[config.mk]
export PLATFORM = sky130hd
export DESIGN_NAME = multimode_counter
export DESIGN_NICKNAME = d
export VERILOG_FILES = /design/src/rtl/multimode_counter.sv
export SDC_FILE = /design/constraint.sdc
export NUM_CORES = 1
export LEC_CHECK = 0
export ABC_AREA = 1
export CELL_PAD_IN_SITES_DETAIL_PLACEMENT = 0
export CELL_PAD_IN_SITES_GLOBAL_PLACEMENT = 1
export CORE_ASPECT_RATIO = 0.5
export CORE_MARGIN = 1.5
export CORE_UTILIZATION = 30
export DETAILED_ROUTE_END_ITERATION = 7
export PLACE_DENSITY = 0.75
export SYNTH_ARGS = -nofsm -noshare
export SYNTH_HDL_FRONTEND = slang
export SYNTH_SLANG_ARGS = --single-unit
export TNS_END_PERCENT = 50
[constraint.sdc]
create_clock -name clk -period 2.1 [get_ports clk]
set_input_delay 0.21 -clock clk [delete_from_list [all_inputs] [get_ports clk]]
set_output_delay 0.21 -clock clk [all_outputs]
set_load 0.05 [all_outputs]
[src/rtl/multimode_counter.sv]
// WIDTH-bit counter with four runtime modes: binary up/down, one-hot ring and Johnson.
// Provides parallel load, a programmable binary terminal value, a registered wrap pulse and a terminal-state flag.
module multimode_counter #(
  parameter int               WIDTH     = 8,
  parameter logic [WIDTH-1:0] MAX_VAL   = {WIDTH{1'b1}},
  parameter logic [WIDTH-1:0] RESET_VAL = '0
) (
  input  logic             clk,
  input  logic             reset,
  input  logic             en,
  input  logic [1:0]       mode,
  input  logic             load,
  input  logic [WIDTH-1:0] load_val,
  output logic [WIDTH-1:0] count,
  output logic             wrap,
  output logic             at_term
);

  typedef enum logic [1:0] {
    MODE_UP      = 2'b00,
    MODE_DOWN    = 2'b01,
    MODE_RING    = 2'b10,
    MODE_JOHNSON = 2'b11
  } mode_t;

  localparam logic [WIDTH-1:0] ONE      = {{(WIDTH-1){1'b0}}, 1'b1};
  localparam logic [WIDTH-1:0] MSB_ONLY = {1'b1, {(WIDTH-1){1'b0}}};

  logic [WIDTH-1:0] count_reg;
  logic [WIDTH-1:0] count_next;
  logic             wrap_reg;
  logic             wrap_next;
  logic [WIDTH-1:0] ring_shift;
  logic [WIDTH-1:0] johnson_shift;
  logic             is_onehot;

  // Ring and Johnson share the left shift; they differ only in the bit fed back into bit 0.
  assign ring_shift[0]    = count_reg[WIDTH-1];
  assign johnson_shift[0] = ~count_reg[WIDTH-1];

  generate
    for (genvar gi = 1; gi < WIDTH; gi++) begin : g_shift
      assign ring_shift[gi]    = count_reg[gi-1];
      assign johnson_shift[gi] = count_reg[gi-1];
    end
  endgenerate

  assign is_onehot = (count_reg != '0) && ((count_reg & (count_reg - ONE)) == '0);

  // wrap_next is the step outcome regardless of en/load, so it doubles as the terminal-state flag.
  always_comb begin
    count_next = count_reg;
    wrap_next  = 1'b0;
    case (mode_t'(mode))
      MODE_UP: begin
        if (count_reg >= MAX_VAL) begin
          count_next = '0;
          wrap_next  = 1'b1;
        end else begin
          count_next = count_reg + ONE;
        end
      end
      MODE_DOWN: begin
        if (count_reg == '0) begin
          count_next = MAX_VAL;
          wrap_next  = 1'b1;
        end else if (count_reg > MAX_VAL) begin
          count_next = MAX_VAL;
        end else begin
          count_next = count_reg - ONE;
        end
      end
      MODE_RING: begin
        if (!is_onehot) begin
          count_next = ONE;
        end else begin
          count_next = ring_shift;
          wrap_next  = (count_reg == MSB_ONLY);
        end
      end
      default: begin
        count_next = johnson_shift;
        wrap_next  = (count_reg == MSB_ONLY);
      end
    endcase
  end

  always_ff @(posedge clk) begin
    if (reset) begin
      count_reg <= RESET_VAL;
      wrap_reg  <= 1'b0;
    end else if (load) begin
      count_reg <= load_val;
      wrap_reg  <= 1'b0;
    end else if (en) begin
      count_reg <= count_next;
      wrap_reg  <= wrap_next;
    end else begin
      wrap_reg  <= 1'b0;
    end
  end

  assign count   = count_reg;
  assign wrap    = wrap_reg;
  assign at_term = wrap_next;

endmodule

==> results by group <==
Global route
  – First-pass GRT wire length: 5.878 mm
  – Gr usage total: 0.1975
  – Pin count of the biggest net entering global routing: 12
  – Initial antenna violation count: 0
  – Vias in the first global route: 1183
  – Total gr overflow: 0

Floorplanning
  – Core area: 0.003416 mm²
  – Initial Util: 0.3136
  – Die H: 45.25 µm
  – Die area: 0.003959 mm²
  – I/O pin cnt: 24
  – Row cnt: 15
  – Die X-Extent: ~88 µm

Power
  – PwrDens: 534.9 mW/mm²
  – Flop pwr share: 0.232
  – Internal power: 0.5147 mW
  – Clk pwr share: 0.237
  – Leak: 0.7465 nW
  – Sw Ratio: 0.4178
  – Gate power share: 0.531
  – NetSw: 0.3694 mW
  – Peak supply drop: ~0.28 mV

Place
  – HPWL after DPL: 2.730 mm
  – Port-buffer cells: 23
  – RePlAce Congestion: 0.8661
  – DP Area: 0.001449 mm²
  – Pre-CTS setup slack: 0.02074 ns

Timing
  – Unrepaired setup endpoints after global routing: yes
  – Fin crit period: 2.116 ns
  – # setup viols final: 1
  – Final Hold Fails: 0
  – Rel. slew slack: 0.6595
  – Post-route setup slack: -0.01602 ns
  – Setup TNS after final layout: -0.01602 ns
  – Worst-Margin Slew: 0.5091 ns
  – Final Cycle Share: 1.008
  – Hold_ws: about 0.63 ns
  – Fin. max-slew vios: 0
  – Final worst clock skew: 0.002486 ns
  – Max Freq: 0.4726 GHz

Synthesis
  – Largest cells by area after synthesis: nand2_1 18%, dfxtp_1 17%, ha_1 9.3%
  – Synth Register Bits: 9
  – Register area share after synthesis: 0.1682
  – Count leader, synth: nand2_1
  – EDFF count, synth: 0
  – Top_reg_cell synth: dfxtp_1
  – Top cells by count, synth: 51 x nand2_1, 22 x nor2_1, 19 x inv_1
  – Syn Inst Count: 179
  – Post-Syn Area: 0.001071 mm²
  – Synth top area share: 0.1787
  – Syn Nets: 201
  – Yosys Warn Count: 0
  – Synth cell types: 30
  – Syn avg cell area: 5.983 µm²
  – Async SR Flop Fraction: 0
  – Largest area contributor in the netlist: nand2_1

Clocking
  – CTS Buffer Depth: 2
  – Total CTS buffers: 3
  – Worst-Skew Late Latency: 0.23 ns
  – Clk root buf: clkbuf_8
  – Clock transition at path regs: 0.05 ns
  – CTS tree: yes
  – Post-CTS Hold Buffers: 0
  – H-Tree Level Count: 1
  – Num Clock Sinks: 9

Setup path
  – Cell family with most CP delay: simple AND/OR/NAND/NOR gates
  – Crit path largest cell delay: 0.37 ns
  – Reg2Reg Setup Slack: 0.03 ns
  – Worst setup EP type: output port
  – Critical-path cell list: inv_4 > ha_4 > nand2_4 > nor2_4 > inv_2 > ha_4 > inv_2 > nand2_2 > nor2_4 > o21ai_4 > a21oi_4 > nand2_2 > nand3_4 > buf_12
  – Critical path arrival: 1.91 ns
  – WS Path Type: flop to output port
  – Critical Path RT: 1.89 ns
  – Critical path fanouts, max: 4
  – CP Launch Type: flop
  – Critical path origin: count[1]
  – R2r startpoint: count[1]
  – Worst r2r dst: count[4]
  – Slowest CP cell: dfxtp_4
  – CP Buf/Inv Count: 4
  – R2R cell count: 18

Final layout
  – Largest register FFs: 8
  – Area Growth Syn to Fin: 54.32%
  – Final instance area: 0.001653 mm²
  – Filler Cells Inserted: roughly 360
  – N_diodes: 0
  – Layout Nets: 245
  – Layout cells sized above 1: 0.3108

Detailed routing
  – Residual DRC: 0
  – First drt pass iteration count: 5
  – Via density: approximately 4.8
  – Routed via count: 1305
  – WL per Instance: between 10 and 15 µm
  – ANT nets after route: 0
  – Wirelength, routed: around 3.6 mm
  – DR iter-0 viols: 71

Min path
  – Hold path depth: 2
  – Hold Crit Endpoint: count[7]
  – Hold path start: count[7]
  – Worst Hold Class: flop to flop

Outcome
  – Outcome: finished with violations
  – Failing checks: setup timing

Run
  – MaxCap Viol Count: 0
## how the worst max path moves through the flow
stage | end | slack (ns) | depth (start not counted)
floorplan | wrap | 0.001 | 14
global placement | at_term | 0.09 | 14
detailed placement | at_term | 0.02 | 14
CTS | at_term | -0.03 | 14
global route | at_term | -0.13 | 13
finish | at_term | -0.02 | 14
## layout make-up
type | count | area (µm²) | share of cell area
clock inverters | 1 | 5.005 | 0.003028
inverters | 22 | 88.84 | 0.05375
flip-flops and latches | 9 | 195.2 | 0.1181
well taps | 51 | 63.81 | 0.03861
clock buffers | 3 | 41.29 | 0.02498
repair buffers | 44 | 405.4 | 0.2453
multi-input cells | 143 | 853.3 | 0.5163
## tightest hold or removal path, cell delays in order (launching register included)
cell and delay [ns]:
dfxtp_1 0.41, nand2_1 0.13, a21oi_2 0.05
## metal layers
metal  up-vias  GRT usage  wire (µm)
met5         -          0          0
li1        671          -          -
met1       589     0.2879       1816
met2        39     0.3092       1627
met4         0    0.05714         40
met3         6    0.02194        155
## power by group through the flow
stage	clock network, mW	logic, mW	registers (mW)
after global placement	0	0.393	0.206
final	0.210	0.469	0.205
after floorplan	0	0.212	0.254
after CTS	0.211	0.446	0.205
after detailed placement	0	0.392	0.207
after global routing	0.222	0.512	0.207
## layout by cell type, fill, tap and decap left out, types with 2 or more instances in the layout
| cell | instances |
|---|---|
| ha_4 | 2 |
| nor2_1 | 19 |
| nor2_4 | 4 |
| nand4_1 | 3 |
| ha_1 | 4 |
| dfxtp_4 | 3 |
| clkdlybuf4s50_1 | 22 |
| a21oi_1 | 7 |
| inv_2 | 4 |
| inv_4 | 2 |
| o21ai_0 | 8 |
| clkinv_2 | 2 |
| a21oi_2 | 5 |
| nand3_1 | 16 |
| inv_1 | 14 |
| clkbuf_8 | 3 |
| ha_2 | 2 |
| a22oi_1 | 5 |
| nand2_1 | 47 |
| nor2_2 | 6 |
| dfxtp_2 | 3 |
| nand2_4 | 2 |
| buf_6 | 2 |
| dfxtp_1 | 3 |
| nand2_2 | 5 |
| buf_4 | 19 |
## timing repair
item,4_1_cts,5_1_grt
buffers inserted,7,3
endpoints found under the setup margin,1,6
pin swaps,8,9
resized for setup,20,6
## cells by family after synthesis
kind of cell	Yosys count	synth area share
adders and majority gates	8	0.09346
DFF	9	0.1682
buffers and inverters	27	0.1051
and+or+nand+nor	106	0.4451
AOI/OAI and AO/OA	29	0.1881
## stage by stage
step                      power [mW]  cells    util
after floorplan               0.4655    179       -
after global placement        0.5995    259  0.4242
after detailed placement      0.5990    259  0.4242
after CTS                     0.8619    270  0.4711
after global routing          0.9405    273  0.4839
final                         0.8841    273  0.4839
Note: power is estimated with default switching activity, not from simulation.
